File: src/rtl/clock_disp_pkg.sv
// -----------------------------------------------------------------------------
// clock_disp_pkg
// Shared constants and types for the 8-digit multiplexed clock display.
//   NUM_DIGITS       number of scanned digits
//   SEG_0..SEG_9     active-low glyphs, bit order {g,f,e,d,c,b,a}
//   SEG_DASH         glyph shown for non-decimal nibbles (only g lit)
//   SEG_BLANK        all segments off
//   disp_snap_t      per-frame snapshot of every display control input
//   digit_nibble()   picks nibble idx out of the packed field0..field3 word
// -----------------------------------------------------------------------------
package clock_disp_pkg;

   localparam int NUM_DIGITS = 8;

   localparam logic [6:0] SEG_0     = 7'h40;
   localparam logic [6:0] SEG_1     = 7'h79;
   localparam logic [6:0] SEG_2     = 7'h24;
   localparam logic [6:0] SEG_3     = 7'h30;
   localparam logic [6:0] SEG_4     = 7'h19;
   localparam logic [6:0] SEG_5     = 7'h12;
   localparam logic [6:0] SEG_6     = 7'h02;
   localparam logic [6:0] SEG_7     = 7'h78;
   localparam logic [6:0] SEG_8     = 7'h00;
   localparam logic [6:0] SEG_9     = 7'h10;
   localparam logic [6:0] SEG_DASH  = 7'h3F;
   localparam logic [6:0] SEG_BLANK = 7'h7F;

   // fields[7:0] is field0 (digits 1:0), fields[31:24] is field3 (digits 7:6).
   typedef struct packed {
      logic [31:0] fields;
      logic [7:0]  dp_mask;
      logic [1:0]  sel_field;
      logic        set_mode;
      logic        lz_blank;
   } disp_snap_t;

   // Digit idx lives at bit offset 4*idx; concatenation avoids 3-bit overflow.
   function automatic logic [3:0] digit_nibble(logic [31:0] fields, logic [2:0] idx);
      return fields[{idx, 2'b00} +: 4];
   endfunction

endpackage

File: src/rtl/seg7_scan_driver_if.sv
// -----------------------------------------------------------------------------
// seg7_scan_driver_if
// Bundles the display data inputs and the multiplexed LED outputs.
//   field0..field3  packed BCD bytes (field0 = digits 1:0)
//   set_mode        user is editing a field
//   sel_field       field being edited
//   lz_blank        blank a leading zero in digit 7
//   dp_mask         decimal point enable per digit
//   seg_n, dp_n     active-low segment and decimal-point drive
//   an_n            active-low digit anodes
//   frame_start     one-cycle pulse at each frame snapshot
// Modports: master = data source / display consumer, slave = scan driver.
// -----------------------------------------------------------------------------
interface seg7_scan_driver_if;
   import clock_disp_pkg::*;

   logic [7:0]            field0;
   logic [7:0]            field1;
   logic [7:0]            field2;
   logic [7:0]            field3;
   logic                  set_mode;
   logic [1:0]            sel_field;
   logic                  lz_blank;
   logic [7:0]            dp_mask;
   logic [6:0]            seg_n;
   logic                  dp_n;
   logic [NUM_DIGITS-1:0] an_n;
   logic                  frame_start;

   modport master (
      output field0, field1, field2, field3, set_mode, sel_field, lz_blank, dp_mask,
      input  seg_n, dp_n, an_n, frame_start
   );

   modport slave (
      input  field0, field1, field2, field3, set_mode, sel_field, lz_blank, dp_mask,
      output seg_n, dp_n, an_n, frame_start
   );

endinterface

File: src/rtl/bcd_to_7seg.sv
// -----------------------------------------------------------------------------
// bcd_to_7seg
// Combinational nibble to active-low 7-segment decoder.
//   nibble  4-bit digit value; 0..9 give decimal glyphs, A..F give a dash
//   seg_n   segments {g,f,e,d,c,b,a}, active-low
// -----------------------------------------------------------------------------
module bcd_to_7seg
   import clock_disp_pkg::*;
(
   input  logic [3:0] nibble,
   output logic [6:0] seg_n
);

   // NOTE: the default before the case gives every path a value, so no latch is inferred.
   always_comb begin
      seg_n = SEG_DASH;
      case (nibble)
         4'd0:    seg_n = SEG_0;
         4'd1:    seg_n = SEG_1;
         4'd2:    seg_n = SEG_2;
         4'd3:    seg_n = SEG_3;
         4'd4:    seg_n = SEG_4;
         4'd5:    seg_n = SEG_5;
         4'd6:    seg_n = SEG_6;
         4'd7:    seg_n = SEG_7;
         4'd8:    seg_n = SEG_8;
         4'd9:    seg_n = SEG_9;
         default: seg_n = SEG_DASH;
      endcase
   end

endmodule

File: src/rtl/seg7_scan_driver.sv
// -----------------------------------------------------------------------------
// seg7_scan_driver
// Time-multiplexed driver for an 8-digit common-anode 7-segment display.
// Each digit owns SCAN_DIV clocks; the first BLANK_CYC of them keep all anodes
// off to avoid ghosting. All inputs are sampled once per frame (at the 7->0
// digit wrap) so a frame never mixes old and new values. A selected field
// blinks while set_mode is high, with a half-period of BLINK_FRAMES frames.
//   clk     system clock
//   rst_n   asynchronous active-low reset
//   bus     seg7_scan_driver_if.slave (data inputs, LED outputs, frame_start)
// Parameters: SCAN_DIV >= 2, BLANK_CYC < SCAN_DIV, BLINK_FRAMES >= 1.
// -----------------------------------------------------------------------------
module seg7_scan_driver
   import clock_disp_pkg::*;
#(
   parameter int SCAN_DIV     = 50000,
   parameter int BLANK_CYC    = 500,
   parameter int BLINK_FRAMES = 50
) (
   input  logic                clk,
   input  logic                rst_n,
   seg7_scan_driver_if.slave   bus
);

   localparam int SLOT_W = $clog2(SCAN_DIV);
   localparam int FRM_W  = (BLINK_FRAMES > 1) ? $clog2(BLINK_FRAMES) : 1;
   localparam int IDX_W  = $clog2(NUM_DIGITS);

   logic [SLOT_W-1:0] slot_cnt;
   logic [IDX_W-1:0]  digit_idx;
   logic [FRM_W-1:0]  frame_cnt;
   logic              blink_phase;
   disp_snap_t        shadow;
   disp_snap_t        live;

   logic              slot_wrap;
   logic              snap_evt;

   assign slot_wrap = (slot_cnt == SLOT_W'(SCAN_DIV - 1));
   assign snap_evt  = slot_wrap && (digit_idx == IDX_W'(NUM_DIGITS - 1));

   assign live = '{
      fields:    {bus.field3, bus.field2, bus.field1, bus.field0},
      dp_mask:   bus.dp_mask,
      sel_field: bus.sel_field,
      set_mode:  bus.set_mode,
      lz_blank:  bus.lz_blank
   };

   // NOTE: sequential state uses non-blocking assignments so every register
   // samples the pre-edge values of the others.
   always_ff @(posedge clk or negedge rst_n) begin
      if (!rst_n) begin
         slot_cnt  <= '0;
         digit_idx <= '0;
      end else begin
         slot_cnt  <= slot_wrap ? '0 : slot_cnt + SLOT_W'(1);
         if (slot_wrap) begin
            digit_idx <= digit_idx + IDX_W'(1);
         end
      end
   end

   // NOTE: the shadows are reset (not left uninitialised like a RAM) because
   // the first frame after reset is displayed from them.
   always_ff @(posedge clk or negedge rst_n) begin
      if (!rst_n) begin
         shadow      <= '0;
         frame_cnt   <= '0;
         blink_phase <= 1'b0;
      end else if (snap_evt) begin
         shadow <= live;
         if (frame_cnt == FRM_W'(BLINK_FRAMES - 1)) begin
            frame_cnt   <= '0;
            blink_phase <= ~blink_phase;
         end else begin
            frame_cnt <= frame_cnt + FRM_W'(1);
         end
      end
   end

   // Output decision for the current slot/digit; registered below.
   logic [3:0]            nibble;
   logic [6:0]            glyph_n;
   logic                  blank_digit;
   logic [6:0]            seg_d;
   logic                  dp_d;
   logic [NUM_DIGITS-1:0] an_d;

   assign nibble = digit_nibble(shadow.fields, digit_idx);

   bcd_to_7seg u_dec (
      .nibble (nibble),
      .seg_n  (glyph_n)
   );

   always_comb begin
      blank_digit = 1'b0;
      // digit_idx[2:1] is the field that owns this digit.
      if (shadow.set_mode && (digit_idx[2:1] == shadow.sel_field) && blink_phase) begin
         blank_digit = 1'b1;
      end
      if (shadow.lz_blank && (digit_idx == IDX_W'(NUM_DIGITS - 1)) && (nibble == 4'd0)) begin
         blank_digit = 1'b1;
      end

      seg_d = blank_digit ? SEG_BLANK : glyph_n;
      dp_d  = blank_digit ? 1'b1 : ~shadow.dp_mask[digit_idx];

      if (slot_cnt < SLOT_W'(BLANK_CYC)) begin
         an_d = '1;
      end else begin
         an_d = ~(NUM_DIGITS'(1) << digit_idx);
      end
   end

   always_ff @(posedge clk or negedge rst_n) begin
      if (!rst_n) begin
         bus.seg_n       <= SEG_BLANK;
         bus.dp_n        <= 1'b1;
         bus.an_n        <= '1;
         bus.frame_start <= 1'b0;
      end else begin
         bus.seg_n       <= seg_d;
         bus.dp_n        <= dp_d;
         bus.an_n        <= an_d;
         bus.frame_start <= snap_evt;
      end
   end

endmodule

File: src/flat_wrapper.sv
// flat-port wrapper written by rule: the top's interface ports become plain ports
module seg7_scan_driver_flat import clock_disp_pkg::*;
#(
   parameter int SCAN_DIV     = 50000,
   parameter int BLANK_CYC    = 500,
   parameter int BLINK_FRAMES = 50
)
  (clk, rst_n, bus_field0, bus_field1, bus_field2, bus_field3, bus_set_mode, bus_sel_field, bus_lz_blank, bus_dp_mask, bus_seg_n, bus_dp_n, bus_an_n, bus_frame_start);
  seg7_scan_driver_if bus_i ();
  input  logic clk;
  input  logic rst_n;
  input wire logic [$bits(bus_i.field0)-1:0] bus_field0;
  input wire logic [$bits(bus_i.field1)-1:0] bus_field1;
  input wire logic [$bits(bus_i.field2)-1:0] bus_field2;
  input wire logic [$bits(bus_i.field3)-1:0] bus_field3;
  input wire logic [$bits(bus_i.set_mode)-1:0] bus_set_mode;
  input wire logic [$bits(bus_i.sel_field)-1:0] bus_sel_field;
  input wire logic [$bits(bus_i.lz_blank)-1:0] bus_lz_blank;
  input wire logic [$bits(bus_i.dp_mask)-1:0] bus_dp_mask;
  output wire logic [$bits(bus_i.seg_n)-1:0] bus_seg_n;
  output wire logic [$bits(bus_i.dp_n)-1:0] bus_dp_n;
  output wire logic [$bits(bus_i.an_n)-1:0] bus_an_n;
  output wire logic [$bits(bus_i.frame_start)-1:0] bus_frame_start;
  assign bus_i.field0 = bus_field0;
  assign bus_i.field1 = bus_field1;
  assign bus_i.field2 = bus_field2;
  assign bus_i.field3 = bus_field3;
  assign bus_i.set_mode = bus_set_mode;
  assign bus_i.sel_field = bus_sel_field;
  assign bus_i.lz_blank = bus_lz_blank;
  assign bus_i.dp_mask = bus_dp_mask;
  assign bus_seg_n = bus_i.seg_n;
  assign bus_dp_n = bus_i.dp_n;
  assign bus_an_n = bus_i.an_n;
  assign bus_frame_start = bus_i.frame_start;
  seg7_scan_driver #(.SCAN_DIV(SCAN_DIV), .BLANK_CYC(BLANK_CYC), .BLINK_FRAMES(BLINK_FRAMES)) u_core (.clk(clk), .rst_n(rst_n), .bus(bus_i));
endmodule
File: config.mk
export PLATFORM = sky130hd
export DESIGN_NAME = seg7_scan_driver_flat
export DESIGN_NICKNAME = d
export VERILOG_FILES = /design/src/rtl/clock_disp_pkg.sv /design/src/rtl/seg7_scan_driver_if.sv /design/src/rtl/bcd_to_7seg.sv /design/src/rtl/seg7_scan_driver.sv /design/src/flat_wrapper.sv
export SDC_FILE = /design/constraint.sdc
export NUM_CORES = 1
export LEC_CHECK = 0
export ABC_CLOCK_PERIOD_IN_PS = 4160
export BUFFER_PORTS_ARGS = -buffer_cell sky130_fd_sc_hd__buf_2
export CORE_MARGIN = 8
export CORE_UTILIZATION = 35
export DETAILED_ROUTE_END_ITERATION = 12
export PLACE_DENSITY_LB_ADDON = 0.05
export SLEW_MARGIN = 20
export SYNTH_ARGS = -nofsm -noshare
export SYNTH_HDL_FRONTEND = slang
export SYNTH_SLANG_ARGS = --single-unit
File: constraint.sdc
create_clock -name clk -period 4.16 [get_ports clk]
set_input_delay 0.416 -clock clk [delete_from_list [all_inputs] [get_ports clk]]
set_output_delay 0.416 -clock clk [all_outputs]
set_load 0.005 [all_outputs]
# Word-level counts from Yosys, hierarchy flattened
# Memories as Yosys holds them, arrays and structs flattened.
# Cells that the tools add are included.
[word_totals]
register_bits = 87
latchBits = 0
ramBits = 0
rom_bits = 112
inputBits = 46
out_inout_bits = 17
elab_cells = 44
n_memories = 1
[op_classes]
n_addsub = 3
n_mul = 0
n_div = 0
magnitude_cmp = 2
n_eq_ne = 4
n_shift = 2
n_mux = 9
bitwise = 3
reduce_logical = 7
[mem_list]
columns = ["name", "depth", "word_bits", "rd", "rd_ports_with_merged_regs", "write_ports", "line_no", "rtl"]
rows = [
  ["(no name shown)", 16, 7, 1, 0, 0, "bcd_to_7seg.sv:17", "case (nibble)"],
]
[op_table]
columns = ["cell", "n"]
rows = [
  ["variable part select 32 x 6 -> 4 bit", 1],
  ["adder 16 x 1 -> 16 bit, second input constant", 1],
  ["== test 16 bit, second input constant", 1],
  ["< comparator 16 x 9 -> 1 bit, second input constant", 1],
  ["2-to-1 mux 16 bit", 1],
  ["2-to-1 mux 8 bit", 1],
  ["inverter 8 bit", 1],
  ["<< shifter 1 x 3 -> 8 bit, first input constant", 1],
  ["2-to-1 mux 7 bit", 1],
  ["adder 6 x 1 -> 6 bit, second input constant", 1],
  ["== test 6 bit, second input constant", 1],
  ["2-to-1 mux 6 bit", 1],
  ["logical AND 1 bit", 5],
  ["zero test 4 bit", 1],
  ["< comparator 3 x 4 -> 1 bit, second input constant", 1],
  ["2-to-1 mux 1 bit", 4],
  ["adder 3 x 1 -> 3 bit, second input constant", 1],
  ["binary-select mux 1 bit (select 3 bit)", 1],
  ["== test 3 bit, second input constant", 1],
  ["== test 2 bit", 1],
  ["inverter 1 bit", 2],
  ["AND reduction 2 bit", 1],
]

# Depth between registers and ports, before layout
[depth]
word_depth = 6
mapped_depth = 8

# Cells and area by module
# From an unflattened synthesis, not the netlist that was laid out.
[unflattened]
cells_unflattened = 340
area_unflattened_um2 = 4242.8
[by_module_without_submodules]
columns = ["mod", "instances", "cells_per_inst", "area_per_inst_um2", "seq_area_each_um2"]
rows = [
  ["seg7_scan_driver", 1, 309, 4018.9, 2197.1],
  ["bcd_to_7seg", 1, 31, 224.0, 0.0],
]

# Worst setup path after synthesis
# No wires, ideal clock.
[synth_path]
path_type = "reg-to-reg"
startpoint = "reg u_core.slot_cnt[7]"
endpoint = "reg u_core.frame_cnt[1]"
arrival_time_ps = 2134
required_time_ps = 4033
setup_slack_ps = 1899
stages_incl_launch_ff = 6
n_path_buf = 1
cell_sequence = "dfrtp_1 > or4b_4 > nor4_4 > nand2_4 > buf_6 > mux2_1"
[synth_between]
elab_chain_cells = 2
[synth_rtl]
columns = ["element", "line_no", "rtl"]
rows = [
  ["start, declared", "seg7_scan_driver.sv:29", "logic [SLOT_W-1:0] slot_cnt;"],
  ["start signal, assigned", "seg7_scan_driver.sv:57", "slot_cnt <= slot_wrap ? '0 : slot_cnt + SLOT_W'(1);"],
  ["== test 16 bit", "seg7_scan_driver.sv:39", "assign slot_wrap = (slot_cnt == SLOT_W'(SCAN_DIV - 1));"],
  ["logical AND 1 bit", "seg7_scan_driver.sv:40", "assign snap_evt = slot_wrap && (digit_idx == IDX_W'(NUM_DIGITS - 1));"],
  ["end signal, assigned", "seg7_scan_driver.sv:77", "frame_cnt <= frame_cnt + FRM_W'(1);"],
  ["end, declared", "seg7_scan_driver.sv:31", "logic [FRM_W-1:0] frame_cnt;"],
]
# No other way between the ends.
# A chain may end at the register's enable or synchronous reset.

# Worst setup path after layout
[layout_path]
startpoint = "reg u_core.digit_idx[0]"
endpoint = "reg u_core.bus.seg_n[5]"
[layout_between]
elab_chain_cells = 5
elab_cells_between_ends = 8
classes_between = "eq/ne (1); shift (1); mux (2); reduce/logical (3); memory (1)"
[layout_rtl]
columns = ["element", "line_no", "rtl"]
rows = [
  ["start, declared", "seg7_scan_driver.sv:30", "logic [IDX_W-1:0] digit_idx;"],
  ["start signal, assigned", "seg7_scan_driver.sv:59", "digit_idx <= digit_idx + IDX_W'(1);"],
  ["parallel branches: the longest is 4 deep, another holds memory read (16 x 7 bit)", "n/a", ""],
  ["2-to-1 mux 7 bit (*)", "seg7_scan_driver.sv:107", "seg_d = blank_digit ? SEG_BLANK : glyph_n;"],
  ["named net u_core.seg_d[5]", "seg7_scan_driver.sv:86", "logic [6:0] seg_d;"],
  ["end signal, assigned", "seg7_scan_driver.sv:124", "bus.seg_n <= seg_d;"],
  ["end, declared", "seg7_scan_driver_if.sv:37", "output seg_n, dp_n, an_n, frame_start"],
]
# Mark *: on every way through the listed nets, which the timed path passes.

==> run_results.csv <==
group,metric,value,unit
yosys,syn_nets,362,
yosys,ys_types,43,
routing,dr.first_iter.drc_count,123,
yosys,yosys_warnings,0,
power_and_ir_drop,power.switching,378,uW
cells_and_area,utilization,42.0,%
worst_hold_path,hp-class,"in2async",
floorplan,initial_core_util,35.7,%
run_status,outcome,"finished clean",
setup_path,r2r_cells,5,
grt,grt_overflow_total,0,
power_and_ir_drop,max-vdd-ir-drop,0.177,mV
clock_tree,cts_tree,"done",
sta,grt_setup_unrepaired,"false",
power_and_ir_drop,seqPwrFrac,50.9,%
clock_tree,cts_resized,0,
cells_and_area,final_common_cell,"dfrtp_1",
floorplan,die-area,15300,sq um
cells_and_area,drive_gt1_share,32.7,%
cells_and_area,diodes,0,
routing,drt_wl_total,8680,um
clock_tree,clk_pin_slew_worst_paths,60,ps
grt,antenna_found_initial,0,
yosys,ys_ff_latch,87,
clock_tree,cts_htree_levels,3,
yosys,synth.avg_cell_area,13.5,sq um
sta,hold_violations,0,
setup_path,arrival,3070,ps
power_and_ir_drop,p_int,1370,uW
routing,firstDrtPassIters,4,
yosys,syn_inst,301,
setup_path,critical_path_required,4410,ps
sta,tightest_slew,778,ps
floorplan,die_w,124,um
routing,drc_errors,0,
routing,antenna_left,0,
cells_and_area,n_fill_cell,1078,
grt,grt_pass1_vias,2686,
power_and_ir_drop,p_comb_share,5.3,%
yosys,synth_area,4060,sq um
placement,dp_cells,498,
yosys,synth.area.top_cells,"dfrtp_1, mux2_1, dfstp_2, mux4_2, ha_1",
setup_path,endpoint_kind,"flop",
cells_and_area,fin_nets,427,
clock_tree,clock_latency,330,ps
flow_run,maxCapViolCount,0,
power_and_ir_drop,leakagePower,0.00212,uW
grt,gr-usage-all-layers,12.2,%
power_and_ir_drop,pwr_density_cell,367,nW/um^2
yosys,synth_ff_type,"dfrtp_1",
setup_path,critPathMaxFanout,13,
grt,grt_pass1_wl,14400,um
setup_path,crit_type,"reg2reg",
sta,fmax,355,MHz
sta,period_minus_slack,2820,ps
floorplan,io-pin-count,63,
yosys,synth_enable_flop_cells,0,
clock_tree,cts_made_buffers,9,
routing,vias,2561,
grt,grt_max_degree,54,
sta,post-route-period-util,67.7,%
sta,drv_slew,0,
floorplan,num_rows,39,
cells_and_area,fin_cells,513,
power_and_ir_drop,sw_frac_of_total,21.6,%
clock_tree,post-cts-setup-buffers,0,
yosys,synth.top_cell.area_share,43.8,%
clock_tree,hold_buffers,0,
sta,finClkSkew,7.38,ps
clock_tree,cts_buffer_depth,2,
clock_tree,clkSinkCount,87,
power_and_ir_drop,clock_power_share,43.8,%
yosys,synthArstFlopShare,100,%
routing,avgViaCountPerCell,4.99,
sta,setup-tns-final,0,ps
placement,dp_hpwl,6210,um
sta,max_slew_margin,47.5,%
clock_tree,cts_root_buffer,"clkbuf_16",
floorplan,core,11400,sq um
yosys,seq_area_frac_synth,54.2,%
setup_path,critPathLaunchType,"flop",
sta,finalSetupViolCount,0,
yosys,yosys.area.top_type,"dfrtp_1",
placement,numPortBuffers,62,
placement,gp_congestion,0.717,
cells_and_area,syn_to_final_growth,17.8,%
floorplan,die_h,124,um
cells_and_area,mostFrequentLayoutCells,"dfrtp_1, buf_2, mux2_1, nand2_1, dfstp_2",
routing,post_drt_wl_per_cell,16.9,um
critical path: stages (launching register included):
cell and delay, ps:
dfrtp_1 820, mux4_2 600, mux2i_1 480, ha_1 300, a41oi_1 240, o221ai_1 280
final timing paths:
path | from | endpoint | slack [ps]
min in group clk | bus_field2[7] | u_core.shadow[35] | 290
worst max register to register | u_core.digit_idx[0] | u_core.bus.seg_n[5] | 1340
max in group asynchronous | rst_n | u_core.bus.dp_n | 3070
worst min-delay path | rst_n | u_core.slot_cnt[9] | 130
worst max-delay path | u_core.digit_idx[0] | u_core.bus.seg_n[5] | 1340
worst min register to register | u_core.blink_phase | u_core.blink_phase | 480
layer usage:
layer | global-route usage, % | routed length, um | vias up
met2 | 17.0 | 3720 | 64
met5 | 0 | 0 | -
met3 | 3.17 | 602 | 9
met1 | 17.3 | 4210 | 1277
li1 | - | - | 1211
met4 | 5.42 | 154 | 0
per-stage QoR:
| stage | power, uW | hold slack, ps | setup slack, ps | instance area (sq um) |
|---|---|---|---|---|
| 2_1_floorplan | 945 | 120 | 1900 | 4060 |
| 3_5_place_dp | 1010 | 474 | 1270 | 4490 |
| 6_report | 1750 | 126 | 1340 | 4780 |
| 3_3_place_gp | 1000 | 469 | 1230 | 4490 |
| 4_1_cts | 1790 | 153 | 1240 | 4780 |
| 5_1_grt | 1830 | 186 | 987 | 4780 |
power groups by stage:
stage	sequential [uW]	combinational [uW]	clock [uW]
CTS	892	98.1	799
global route	895	107	832
finish	892	93.6	767
detailed placement	908	97.7	0
floorplan	903	41.5	0
global placement	907	96.8	0
sequential cells by signal, summed over array words and instances, names as in the netlist:
signal,flops
u_core.blink_phase,1
u_core.bus.an_n,8
u_core.bus.dp_n,1
u_core.bus.frame_start,1
u_core.bus.seg_n,7
u_core.digit_idx,3
u_core.frame_cnt,6
u_core.shadow,44
u_core.slot_cnt,16
area by class of cell:
class | count | area (sq um) | area share [%]
Timing Repair Buffer | 64 | 328 | 6.86
Inverter | 11 | 41.3 | 0.864
Tap cell | 143 | 179 | 3.74
Clock buffer | 12 | 267 | 5.58
Sequential cell | 87 | 2200 | 46.0
Multi-Input combinational cell | 193 | 1750 | 36.6
Clock inverter | 3 | 17.5 | 0.367
Yosys cell counts, drive strengths merged, types with 3 or more instances:
library cell  number
xor2               6
and2               4
a21oi              3
dfrtp             71
nor4               4
nand2             18
dfstp             16
or3                3
mux2              50
nor3               3
and3               3
nand3             11
o21ai              5
clkbuf             4
o221ai             5
buf                6
mux4              10
ha                15
or4                3
inv               10
xnor2             10
mux2i              8
nand4              4
nor2              14
kinds of logic (layout without fill, tap and decap cells):
logic type	Yosys count	in the layout	share of synthesized area, %
mux	68	68	21.5
compound gates	22	22	3.89
fa+ha+maj	15	15	4.63
buf+inv	21	90	2.71
xor+xnor	16	16	3.45
flops	87	87	54.2
simple gates	72	72	9.65
(Power assumes the default switching activity.)
